==> config.mk <==
export PLATFORM = sky130hd
export DESIGN_NAME = pac_tx_framer_flat
export DESIGN_NICKNAME = d
export VERILOG_FILES = /design/src/rtl/pac_tx_framer_if.sv /design/src/rtl/pac_tx_framer.sv /design/src/flat_wrapper.sv
export SDC_FILE = /design/constraint.sdc
export NUM_CORES = 1
export LEC_CHECK = 0
export CORE_MARGIN = 3
export CORE_UTILIZATION = 40
export CTS_CLUSTER_SIZE = 14
export DETAILED_ROUTE_END_ITERATION = 16
export GPL_TIMING_DRIVEN = 0
export PLACE_DENSITY = 0.64
export SKIP_CTS_REPAIR_TIMING = 1
export SLEW_MARGIN = 20
export SYNTH_ARGS = -nofsm -noshare
export SYNTH_HDL_FRONTEND = slang
export SYNTH_SLANG_ARGS = --single-unit
==> constraint.sdc <==
create_clock -name clk -period 1.9 [get_ports clk]
set_input_delay 0.38 -clock clk [delete_from_list [all_inputs] [get_ports clk]]
set_output_delay 0.38 -clock clk [all_outputs]
set_load 0.01 [all_outputs]
==> src/rtl/pac_tx_framer_if.sv <==
// Payload-in / transmit-out bus of the packet framer.
// The framer connects through the master modport. A payload source and a line sink connect through the slave modport.
interface pac_tx_framer_if;
  logic [7:0] pld_data;
  logic       pld_vld;
  logic       pld_rdy;
  logic [7:0] txd;
  logic       tx_en;
  logic       pac_stp;

  modport master (
    input  pld_data, pld_vld,
    output pld_rdy, txd, tx_en, pac_stp
  );

  modport slave (
    output pld_data, pld_vld,
    input  pld_rdy, txd, tx_en, pac_stp
  );
endinterface

==> src/rtl/pac_tx_framer.sv <==
// Transmitter packet framer.
// Each accepted ovp pulse starts a burst of up to PAC_NUM packets.
// Packet layout: SYNC, num[7:0], {5'b0,num[10:8]}, PLD_LEN payload bytes, then GAP_CYC idle cycles.
// txd, tx_en and pac_stp are registered from the next state, so a byte is on the line in the cycle after its state is decided.
module pac_tx_framer #(
  parameter int unsigned PLD_LEN = 256,
  parameter int unsigned GAP_CYC = 16,
  parameter int unsigned PAC_NUM = 1040,
  parameter logic [7:0]  SYNC    = 8'hFB,
  parameter logic [7:0]  FILL    = 8'h00
) (
  input  logic                  clk,
  input  logic                  rst_n,
  input  logic                  ovp,
  input  logic                  enable,
  pac_tx_framer_if.master       bus,
  output logic [10:0]           pac_num,
  output logic                  frame_done,
  output logic                  underrun_err,
  output logic                  ovp_abort
);

  localparam int unsigned BW = (PLD_LEN < 2) ? 1 : $clog2(PLD_LEN + 1);
  localparam int unsigned GW = (GAP_CYC < 2) ? 1 : $clog2(GAP_CYC + 1);
  localparam logic [10:0] LAST_NUM = 11'(PAC_NUM - 1);

  typedef enum logic [2:0] {IDLE, HDR0, HDR1, HDR2, PLD, GAP} state_e;

  state_e        state_q, state_d;
  logic [BW-1:0] bcnt_q, bcnt_d;
  logic [GW-1:0] gcnt_q, gcnt_d;
  logic [10:0]   num_q, num_d;
  logic [7:0]    txd_q, txd_d;
  logic          en_q, en_d;
  logic          stp_q, stp_d;
  logic          done_q, done_d;
  logic          under_q, under_d;
  logic          abort_q, abort_d;
  logic          rdy;
  logic          clr;
  logic [1:0]    rst_sync_q;
  logic          rst_int_n;

  // Reset synchronizer: assertion is asynchronous, release is aligned to clk.
  always_ff @(posedge clk or negedge rst_n) begin
    if (!rst_n) rst_sync_q <= '0;
    else        rst_sync_q <= {rst_sync_q[0], 1'b1};
  end
  assign rst_int_n = rst_sync_q[1];

  // State register and registered line outputs.
  always_ff @(posedge clk or negedge rst_int_n) begin
    if (!rst_int_n) begin
      state_q <= IDLE;
      bcnt_q  <= '0;
      gcnt_q  <= '0;
      num_q   <= '0;
      txd_q   <= '0;
      en_q    <= 1'b0;
      stp_q   <= 1'b0;
      done_q  <= 1'b0;
      under_q <= 1'b0;
      abort_q <= 1'b0;
    end else begin
      state_q <= state_d;
      bcnt_q  <= bcnt_d;
      gcnt_q  <= gcnt_d;
      num_q   <= num_d;
      txd_q   <= txd_d;
      en_q    <= en_d;
      stp_q   <= stp_d;
      done_q  <= done_d;
      under_q <= under_d;
      abort_q <= abort_d;
    end
  end

  // Next-state, counters, and next values of the registered outputs.
  always_comb begin
    state_d = state_q;
    bcnt_d  = bcnt_q;
    gcnt_d  = gcnt_q;
    num_d   = num_q;
    txd_d   = '0;
    en_d    = 1'b0;
    stp_d   = 1'b0;
    rdy     = 1'b0;

    case (state_q)
      IDLE: begin
        if (ovp && enable) begin
          state_d = HDR0;
          num_d   = '0;
        end
      end
      HDR0: state_d = HDR1;
      HDR1: state_d = HDR2;
      HDR2: begin
        state_d = PLD;
        bcnt_d  = BW'(1);
      end
      PLD: begin
        if (bcnt_q == BW'(PLD_LEN)) begin
          state_d = GAP;
          gcnt_d  = GW'(1);
        end else begin
          bcnt_d = bcnt_q + BW'(1);
        end
      end
      GAP: begin
        if (gcnt_q == GW'(GAP_CYC)) begin
          if (enable && (num_q != LAST_NUM)) begin
            state_d = HDR0;
            num_d   = num_q + 11'd1;
          end else begin
            state_d = IDLE;
          end
        end else begin
          gcnt_d = gcnt_q + GW'(1);
        end
      end
      default: state_d = IDLE;
    endcase

    // ovp outside IDLE overrides the normal transition.
    // With enable high it restarts at packet 0.
    // With enable low it stops the burst and pac_num is held.
    if (ovp && (state_q != IDLE)) begin
      if (enable) begin
        state_d = HDR0;
        num_d   = '0;
      end else begin
        state_d = IDLE;
      end
    end

    // Line byte is chosen by the state entered at this edge.
    case (state_d)
      HDR0:    txd_d = SYNC;
      HDR1:    txd_d = num_d[7:0];
      HDR2:    txd_d = {5'b0, num_d[10:8]};
      PLD:     txd_d = bus.pld_vld ? bus.pld_data : FILL;
      default: txd_d = '0;
    endcase
    en_d  = (state_d == HDR0) || (state_d == HDR1) || (state_d == HDR2) || (state_d == PLD);
    rdy   = (state_d == PLD);
    stp_d = (state_d == PLD) && (bcnt_d == BW'(PLD_LEN));
  end

  // Frame-complete pulse and the sticky per-frame error flags.
  always_comb begin
    done_d  = stp_q && (num_q == LAST_NUM);
    clr     = ovp && ((state_q != IDLE) || enable);
    under_d = clr ? 1'b0 : under_q;
    abort_d = clr ? 1'b0 : abort_q;
    if (rdy && !bus.pld_vld) under_d = 1'b1;
    if (ovp && ((state_q == HDR0) || (state_q == HDR1) ||
                (state_q == HDR2) || (state_q == PLD))) abort_d = 1'b1;
  end

  assign bus.pld_rdy  = rdy;
  assign bus.txd      = txd_q;
  assign bus.tx_en    = en_q;
  assign bus.pac_stp  = stp_q;
  assign pac_num      = num_q;
  assign frame_done   = done_q;
  assign underrun_err = under_q;
  assign ovp_abort    = abort_q;

endmodule
==> src/flat_wrapper.sv <==
// flat-port wrapper written by rule: the top's interface ports become plain ports
module pac_tx_framer_flat 
#(
  parameter int unsigned PLD_LEN = 256,
  parameter int unsigned GAP_CYC = 16,
  parameter int unsigned PAC_NUM = 1040,
  parameter logic [7:0]  SYNC    = 8'hFB,
  parameter logic [7:0]  FILL    = 8'h00
)
  (clk, rst_n, ovp, enable, pac_num, frame_done, underrun_err, ovp_abort, bus_pld_data, bus_pld_vld, bus_pld_rdy, bus_txd, bus_tx_en, bus_pac_stp);
  pac_tx_framer_if bus_i ();
  input  logic clk;
  input  logic rst_n;
  input  logic ovp;
  input  logic enable;
  output logic [10:0] pac_num;
  output logic frame_done;
  output logic underrun_err;
  output logic ovp_abort;
  input wire logic [$bits(bus_i.pld_data)-1:0] bus_pld_data;
  input wire logic [$bits(bus_i.pld_vld)-1:0] bus_pld_vld;
  output wire logic [$bits(bus_i.pld_rdy)-1:0] bus_pld_rdy;
  output wire logic [$bits(bus_i.txd)-1:0] bus_txd;
  output wire logic [$bits(bus_i.tx_en)-1:0] bus_tx_en;
  output wire logic [$bits(bus_i.pac_stp)-1:0] bus_pac_stp;
  assign bus_i.pld_data = bus_pld_data;
  assign bus_i.pld_vld = bus_pld_vld;
  assign bus_pld_rdy = bus_i.pld_rdy;
  assign bus_txd = bus_i.txd;
  assign bus_tx_en = bus_i.tx_en;
  assign bus_pac_stp = bus_i.pac_stp;
  pac_tx_framer #(.PLD_LEN(PLD_LEN), .GAP_CYC(GAP_CYC), .PAC_NUM(PAC_NUM), .SYNC(SYNC), .FILL(FILL)) u_core (.clk(clk), .rst_n(rst_n), .ovp(ovp), .enable(enable), .bus(bus_i), .pac_num(pac_num), .frame_done(frame_done), .underrun_err(underrun_err), .ovp_abort(ovp_abort));
endmodule
### Word level (Yosys, flattened, before mapping)

Cells that the tools add are included.
Widths: inputs -> output; s select.

| word-level totals | value |
|---|---|
| bits of input ports | 13 |
| logic and storage cells | 75 |
| output and inout bits | 25 |
| flip-flop bits (word level) | 43 |

| operators by class | value |
|---|---|
| mux-type cells | 23 |
| equal/unequal tests | 16 |
| $add $sub $neg | 3 |
| reductions and logical operators | 22 |

Operators with widths:

| operator | number |
|---|---|
| $mux 11 | 5 |
| $pmux 8 s4 | 1 |
| $pmux 11 s2 | 1 |
| $eq 9x9->1 const B | 2 |
| $pmux 3 s6 | 1 |
| $pmux 9 s2 | 1 |
| $eq 3x2->1 const B | 4 |
| $mux 3 | 4 |
| $add 11x1->11 const B | 1 |
| $eq 11x11->1 const B | 1 |
| $ne 11x11->1 const B | 1 |
| $mux 5 | 2 |
| $pmux 5 s2 | 1 |
| $add 9x1->9 const B | 1 |
| $eq 3x3->1 const B | 3 |
| $mux 9 | 1 |
| $logic_and 1x1->1 | 8 |
| $mux 8 | 1 |
| $logic_or 1x1->1 | 7 |
| $eq 3x1->1 const B | 2 |
| $reduce_bool 2->1 | 3 |
| $add 5x1->5 const B | 1 |
| $eq 5x5->1 const B | 1 |
| $mux 1 | 5 |
| 6 further kinds | 6 |

### Depth between registers and ports, before layout

Gate-level depths: netlist of run 1.

| depth | value |
|---|---|
| word-level depth | 10 |
| gate-level depth with buffers | 9 |
| gate-level depth less buffers | 8 |

### Worst setup path after synthesis of run 1

OpenSTA, ideal clock, no wires.

| path | value |
|---|---|
| path kind | register -> register |
| start point | register u_core.num_q[0], in the netlist u_core.pac_num[0] |
| end point | register u_core.txd_q[0], in the netlist u_core.bus.txd[0] |
| required time | 1.776 ns |
| setup slack | -0.265 ns |
| stages on the path, launching flop included | 8 |
| path buffers | 0 |
| data arrival time | 2.041 ns |
| period minus slack after synthesis | 2.165 ns |
| cell sequence | dfrtp_1 ha_1 and3_1 nand3_1 a22oi_2 o31a_1 mux2_4 a211o_1 |

| on the way | value |
|---|---|
| cells in the longest elaborated chain, start to end | 8 |
| elaborated cells between the ends (all ways) | 18 |
| those cells by class | add/sub: 1; eq/ne: 5; mux: 11; reduce/logical: 1 |

Ends and longest elaborated chain:

| item | line | source |
|---|---|---|
| from (decl) | pac_tx_framer.sv:32 | `logic [10:0] num_q, num_d;` |
| from (signal assigned) | pac_tx_framer.sv:68 | `num_q <= num_d;` |
| branches (longest 4 deep; another with $add 11x1->11) | - |  |
| $pmux 11 s2 * | pac_tx_framer.sv:89 | `case (state_q)` |
| $mux 11 | pac_tx_framer.sv:129 | `if (enable) begin` |
| $mux 11 * | pac_tx_framer.sv:128 | `if (ovp && (state_q != IDLE)) begin` |
| net u_core.num_d[0] | pac_tx_framer.sv:32 |  |
| $pmux 8 s4 * | pac_tx_framer.sv:138 | `case (state_d)` |
| net u_core.txd_d[0] | pac_tx_framer.sv:33 | `logic [7:0] txd_q, txd_d;` |
| to (signal assigned) | pac_tx_framer.sv:69 | `txd_q <= txd_d;` |
| to (decl) | pac_tx_framer.sv:33 |  |

Mark *: on every way through the listed nets, which the timed path passes.
A chain may end at the register's enable or synchronous reset.

### Worst setup path in the final report of run 1

| path | value |
|---|---|
| start point | register u_core.gcnt_q[0] |
| end point | output bus_pld_rdy |

| on the way | value |
|---|---|
| cells in the longest elaborated chain, start to end | 5 |

Ends and longest elaborated chain:

| item | line | source |
|---|---|---|
| from (decl) | pac_tx_framer.sv:31 | `logic [GW-1:0] gcnt_q, gcnt_d;` |
| from (signal assigned) | pac_tx_framer.sv:67 | `gcnt_q <= gcnt_d;` |
| $eq 5x5->1 | pac_tx_framer.sv:111 | `if (gcnt_q == GW'(GAP_CYC)) begin` |
| $mux 3 | pac_tx_framer.sv:111 |  |
| $pmux 3 s6 | pac_tx_framer.sv:89 |  |
| $mux 3 | pac_tx_framer.sv:128 |  |
| $eq 3x3->1 | pac_tx_framer.sv:146 | `rdy = (state_d == PLD);` |
| to (decl) | flat_wrapper.sv:22 | `output wire logic [$bits(bus_i.pld_rdy)-1:0] bus_pld_rdy;` |

Every way passes these cells.

==> impl_metrics.env, run 1 <==
export IMPL_outcome="complete, but fails checks"
export IMPL_violations="setup timing"
export IMPL_critPathSlowestCell="dfrtp_1"
export IMPL_cts_tree="done"
export IMPL_htreeDepth=2
export IMPL_drive_above_1_share_pct=32.7
export IMPL_cp_depth=9
export IMPL_cpMostUsedCell="inv_2"
export IMPL_worst_ep_arrival_time_ns=2.01
export IMPL_worstRegToRegCells=6
export IMPL_antenna_cells=0
export IMPL_worst_pin_slew_ns=0.508
export IMPL_met3WireLength_um=287
export IMPL_vias=2342
export IMPL_syn2layout_area_growth_pct=45.6
export IMPL_ys_seq_area_share_pct=43.1
export IMPL_wl_per_cell_um=16.4
export IMPL_drc=0
export IMPL_nets=359
export IMPL_path_class="flip-flop to output port"
export IMPL_synth_seq_cells=43
export IMPL_dieArea_sq_um=7220
export IMPL_crit_end="bus_pld_rdy"
export IMPL_combinationalPowerShare_pct=45.8
export IMPL_seqPwrFrac_pct=31.7
export IMPL_seq_area_sq_um=1080
export IMPL_syn_mean_instance_area_sq_um=9.31
export IMPL_p_leak_nw=1.50
export IMPL_crit_fanout=3
export IMPL_critPathLaunch="u_core.gcnt_q[0]"
export IMPL_initial_core_util_pct=41.7
export IMPL_core_area_sq_um=5990
export IMPL_fin_crit_sh_pct=126
export IMPL_fin_cells=417
export IMPL_fin_skew_ns=0.00813
export IMPL_p_sw_w=0.00129
export IMPL_drt_iter0_drc=133
export IMPL_clk_pin_slew_ns=0.08
export IMPL_dp_hpwl_um=4620
export IMPL_multiInputGateArea_sq_um=1510
export IMPL_rsz0062_at_grt="true"
export IMPL_peakVddDrop_v=0.000640
export IMPL_wl_met2_um=3440
export IMPL_cp_required_ns=1.52
export IMPL_p_total_w=0.00378
export IMPL_root_buffer="clkbuf_8"
export IMPL_ant_nets=0
export IMPL_worstPathCellList="inv_2 -> ha_4 -> and4bb_2 -> a21boi_2 -> a22oi_2 -> o211ai_1 -> nand2b_4 -> inv_2 -> buf_6"
export IMPL_grt_ovfl_total=0
export IMPL_postSynthCellCount=268
export IMPL_grt_usage_pct=18.5
export IMPL_io_buffers=37
export IMPL_cp_end_kind="output port"
export IMPL_setup_viol=13
export IMPL_syn_area_sq_um=2500
export IMPL_grt_max_degree=26
export IMPL_reg2reg_slack_ns=-0.34
export IMPL_fmax_mhz=418
export IMPL_antenna_found_initial=0
export IMPL_cp_top_family="compound AO/OA/AOI/OAI gates"
export IMPL_wl_met1_um=3050
export IMPL_switching_share_pct=34.2
export IMPL_pin_count=38
export IMPL_postSynthNetCount=286
export IMPL_die_w_um=85.0
export IMPL_gp_congestion=0.900
export IMPL_grt_pass1_vias=2194
export IMPL_synth_distinct_cells=66
export IMPL_layout_commonest_cell="dfrtp_1"
export IMPL_first_pass_iters=4
export IMPL_die_h_um=85.0
export IMPL_place_inst=381
export IMPL_cts_sinks=43
export IMPL_drt_wl_total_um=6860
export IMPL_finalHoldViolCount=0
export IMPL_clkPwrFrac_pct=22.5
export IMPL_timing_rr_end="u_core.bus.pac_stp"
export IMPL_timing_hold_ws_ns=0.205
export IMPL_num_rows=28
export IMPL_synth_edf_count=0
export IMPL_slew_headroom_pct=65.9
export IMPL_hp_class="flip-flop to async pin"
export IMPL_cpPeakStageDelay_ns=0.39
export IMPL_final_cell_mix="dfrtp_1, clkdlybuf4s50_1, nand2_1"
export IMPL_cts_buffer_depth=2
export IMPL_routed_via_density=5.62
export IMPL_synthFlopType="dfrtp_1"
export IMPL_setup_ws_ns=-0.491
export IMPL_nFillCells=499
export IMPL_clk_latency_ns=0.30
export IMPL_cts_made_buffers=5
export IMPL_timing_rr_start="u_core.state_q[1]"
export IMPL_drv_slew=0
export IMPL_power_density_nw_per_um2=1040
export IMPL_maxCapViolCount=0
export IMPL_startpoint_type="flip-flop"
export IMPL_async_reset_ff_share_pct=100
export IMPL_path_buf_inv=3
export IMPL_grt_first_pass_wirelength_um=10800
export IMPL_synth_warnings=0
export IMPL_min_period_ns=2.39
export IMPL_p_int_w=0.00249
export IMPL_highest_layer="met4"
[Yosys cell counts (4+ instances only)]
cell type,n,share of area (%)
inv_1,12,1.8
nand4_1,5,1.3
clkbuf_1,4,0.60
a21oi_1,14,2.8
buf_6,4,1.8
nand2_1,30,4.5
a31oi_1,6,1.5
nor3_1,7,1.4
nor4_1,4,1.0
nand3_1,12,2.4
nor2_1,16,2.4
dfrtp_1,43,43
xnor2_1,5,1.8
o21ai_0,20,4.0
and2_1,5,1.3
ha_1,5,2.5
[through the flow]
step	TNS [ns]	utilization, %	setup WS [ns]	instance area (sq um)
after floorplan	-0.246	-	-0.106	2570
after global placement	-11.73	50.6	-1.18	3030
after detailed placement	-11.39	50.9	-1.16	3050
after CTS	-5.95	53.2	-1.19	3180
after global routing	-3.32	60.7	-0.601	3630
final	-2.17	60.7	-0.491	3630
[area by class of cell]
class / count / area share, %
inverter: 12 / 1.41
buffer: 12 / 3.41
timing repair buffer: 68 / 17.6
sequential: 43 / 29.8
multi-input combinational: 199 / 41.5
tap: 75 / 2.58
clock buffer: 6 / 2.00
clock inverter: 2 / 1.65
[power by group through the flow]
stage	Combinational (W)	Clock [W]	Sequential, W
CTS	0.00129	0.000863	0.00119
finish	0.00173	0.000852	0.00120
global placement	0.00125	0	0.00121
detailed placement	0.00129	0	0.00121
global route	0.00189	0.000907	0.00122
floorplan	0.000891	0	0.00122
[sequential cells by signal, summed over array words and instances (netlist names)]
name and cells:
u_core.pac_num 11, u_core.bcnt_q 9, u_core.bus.txd 8, u_core.gcnt_q 5
u_core.state_q 3, u_core.rst_sync_q 2, u_core.bus.pac_stp 1, u_core.bus.tx_en 1
u_core.frame_done 1, u_core.ovp_abort 1, u_core.underrun_err 1
[layer usage]
layer  GRT usage (%)  vias up
li1                -     1122
met1            26.0     1162
met2            29.8       51
met3            3.40        7
met4            4.03        0
met5               0        -
[kinds of logic (layout without fill, tap and decap cells)]
logic type / Yosys count / after routing / share of synthesized area, %
xor gates and xnor gates: 8 / 8 / 2.81
adders and majority gates: 5 / 5 / 2.51
and+or+nand+nor: 113 / 113 / 25.8
AOI/OAI and AO/OA: 68 / 68 / 17.9
buffers and inverters: 26 / 100 / 5.86
other: 1 / 1 / 0.150
DFF: 43 / 43 / 43.1
muxes: 4 / 4 / 1.80
[worst min-delay path by stage]
stage | endpoint | from | cells after the start
floorplan | u_core.rst_sync_q[0] | rst_n | 0
global placement | u_core.rst_sync_q[1] | u_core.rst_sync_q[0] | 0
detailed placement | u_core.state_q[0] | u_core.rst_sync_q[1] | 0
CTS | u_core.state_q[0] | u_core.rst_sync_q[1] | 0
global route | u_core.rst_sync_q[0] | rst_n | 1
finish | u_core.state_q[0] | u_core.rst_sync_q[1] | 0
(Power assumes the default switching activity.)
==> run 2, diff against run 1 <==
--- a/config.mk
+++ b/config.mk
@@ -5,6 +5,7 @@
 export SDC_FILE = /design/constraint.sdc
 export NUM_CORES = 1
 export LEC_CHECK = 0
+export CAP_MARGIN = 25
 export CORE_MARGIN = 3
 export CORE_UTILIZATION = 40
 export CTS_CLUSTER_SIZE = 14
==> results of run 2 <==
The final DEF is identical to that of run 1; final timing and power are the same.
==> run 3, diff against run 2 <==
--- a/config.mk
+++ b/config.mk
@@ -8,6 +8,7 @@
 export CAP_MARGIN = 25
 export CORE_MARGIN = 3
 export CORE_UTILIZATION = 40
+export CTS_BUF_LIST = sky130_fd_sc_hd__clkbuf_16
 export CTS_CLUSTER_SIZE = 14
 export DETAILED_ROUTE_END_ITERATION = 16
 export GPL_TIMING_DRIVEN = 0
==> run 3 against run 2 <==
Cell area grew 2.9%. Fmax grew 0.64%. Sequential power is essentially flat. Die area is the same. The flow still finishes with violations (setup timing). Critical path depth is the same. Critical endpoint unchanged. Wire length grew 1.2%. Combinational power grew 2%. Largest power group unchanged. Flip-flop and latch count is the same.
==> impl_metrics.env, run 3 (synthesis results as in run 1) <==
export IMPL_outcome="complete, but fails checks"
export IMPL_violations="setup timing"
export IMPL_die_w_um=85.0
export IMPL_grt_pass1_vias=2196
export IMPL_vias=2325
export IMPL_crit_fanout=4
export IMPL_fin_util_pct=62.4
export IMPL_cp_depth=9
export IMPL_setup_viol=14
export IMPL_cpMostUsedCell="inv_2"
export IMPL_timing_rr_end="u_core.bus.pac_stp"
export IMPL_grt_max_degree=26
export IMPL_drive_above_1_share_pct=34.0
export IMPL_cp_top_family="simple AND/OR/NAND/NOR gates"
export IMPL_startpoint_type="flip-flop"
export IMPL_layout_commonest_cell="dfrtp_1"
export IMPL_path_buf_inv=3
export IMPL_initial_core_util_pct=41.7
export IMPL_gp_congestion=0.900
export IMPL_core_area_sq_um=5990
export IMPL_wl_per_cell_um=16.4
export IMPL_grt_usage_pct=18.5
export IMPL_timing_rr_start="u_core.state_q[1]"
export IMPL_dp_hpwl_um=4620
export IMPL_setup_ws_ns=-0.476
export IMPL_p_total_w=0.00408
export IMPL_clk_pin_slew_ns=0.06
export IMPL_maxCapViolCount=0
export IMPL_cp_end_kind="output port"
export IMPL_die_h_um=85.0
export IMPL_antenna_cells=0
export IMPL_p_leak_nw=1.57
export IMPL_cts_sinks=43
export IMPL_critPathLaunch="u_core.gcnt_q[0]"
export IMPL_switching_share_pct=32.8
export IMPL_finalInstanceArea_sq_um=3740
export IMPL_final_cell_mix="dfrtp_1, clkdlybuf4s50_1, buf_4"
export IMPL_drv_slew=0
export IMPL_drc=0
export IMPL_fin_skew_ns=0.00239
export IMPL_pre_cts_ws_ns=-1.16
export IMPL_root_buffer="clkbuf_16"
export IMPL_fmax_mhz=421
export IMPL_path_class="flip-flop to output port"
export IMPL_drt_iter0_drc=130
export IMPL_cts_made_buffers=5
export IMPL_worst_ep_arrival_time_ns=2.00
export IMPL_ant_nets=0
export IMPL_clkPwrFrac_pct=27.2
export IMPL_cts_buffer_depth=2
export IMPL_syn2layout_area_growth_pct=49.8
export IMPL_nFillCells=474
export IMPL_seq_area_sq_um=1080
export IMPL_seqPwrFrac_pct=29.4
export IMPL_peakVddDrop_v=0.000634
export IMPL_reg2reg_slack_ns=-0.34
export IMPL_antenna_found_initial=0
export IMPL_finalHoldViolCount=0
export IMPL_timing_hold_ws_ns=0.200
export IMPL_num_rows=28
export IMPL_worstRegToRegCells=6
export IMPL_power_density_nw_per_um2=1090
export IMPL_placed_area_sq_um=3050
export IMPL_pin_count=38
export IMPL_worstPathCellList="inv_2 -> ha_4 -> nand4bb_4 -> nor2_4 -> a22oi_2 -> o211ai_1 -> nand2b_4 -> inv_2 -> buf_6"
export IMPL_nets=364
export IMPL_p_int_w=0.00274
export IMPL_rsz0062_at_grt="true"
export IMPL_grt_first_pass_wirelength_um=10800
export IMPL_htreeDepth=2
export IMPL_p_sw_w=0.00134
export IMPL_crit_end="bus_pld_rdy"
export IMPL_io_buffers=37
export IMPL_cts_tree="done"
export IMPL_first_pass_iters=4
export IMPL_routed_via_density=5.51
export IMPL_dieArea_sq_um=7220
export IMPL_cpPeakStageDelay_ns=0.41
export IMPL_grt_ovfl_total=0
export IMPL_fin_crit_sh_pct=125
export IMPL_critPathSlowestCell="dfrtp_1"
export IMPL_cp_required_ns=1.52
export IMPL_clk_latency_ns=0.28
export IMPL_drt_wl_total_um=6940
export IMPL_min_period_ns=2.38
export IMPL_hp_class="flip-flop to async pin"
export IMPL_combinationalPowerShare_pct=43.4
export IMPL_multiInputGateArea_sq_um=1520
export IMPL_largest_reg_flops=11
[run 3: cell count changes in the layout (fill, tap and decap cells not counted), moves of 2 or more]
| cell | delta |
|---|---|
| clkbuf_16 | +5 |
| clkbuf_8 | -5 |
| buf_4 | +3 |
| buf_6 | +3 |
| o21ai_1 | -2 |
[run 3: layout make-up]
| type | instances | area share [%] |
|---|---|---|
| multi-input cells | 199 | 40.7 |
| flip-flops and latches | 43 | 28.9 |
| repair buffers | 73 | 18.1 |
| clock buffers | 5 | 3.35 |
| plain buffers | 12 | 3.31 |
| well taps | 75 | 2.51 |
| clock inverters | 3 | 1.71 |
| inverters | 12 | 1.37 |
[run 3: per-stage QoR]
stage / std cells / TNS [ns]
after detailed placement: 381 / -11.39
final: 422 / -2.18
after global placement: 380 / -11.73
after CTS: 389 / -5.91
after global routing: 422 / -3.57
after floorplan: 268 / -0.246
[run 3: worst min-delay path by stage]
stage	endpoint	slack [ns]	depth (start not counted)
2_1_floorplan	u_core.rst_sync_q[0]	0.08	0
3_3_place_gp	u_core.rst_sync_q[1]	0.34	0
3_5_place_dp	u_core.state_q[0]	0.21	0
4_1_cts	u_core.state_q[0]	0.22	0
5_1_grt	u_core.state_q[1]	0.24	0
6_report	u_core.state_q[0]	0.20	0
[run 3: power by group through the flow]
stage / clock, W / combinational (W) / sequential (W)
after global routing: 0.00116 / 0.00193 / 0.00122
after global placement: 0 / 0.00125 / 0.00121
after floorplan: 0 / 0.000891 / 0.00122
after detailed placement: 0 / 0.00129 / 0.00121
final: 0.00111 / 0.00177 / 0.00120
after CTS: 0.00112 / 0.00129 / 0.00119
[run 3: metal layers]
| layer | routed length (um) | vias up | global-route usage (%) |
|---|---|---|---|
| met5 | 0 | - | 0 |
| met4 | 81 | 0 | 4.03 |
| met3 | 243 | 9 | 3.11 |
| met2 | 3440 | 47 | 30.0 |
| met1 | 3170 | 1132 | 26.0 |
| li1 | - | 1137 | - |
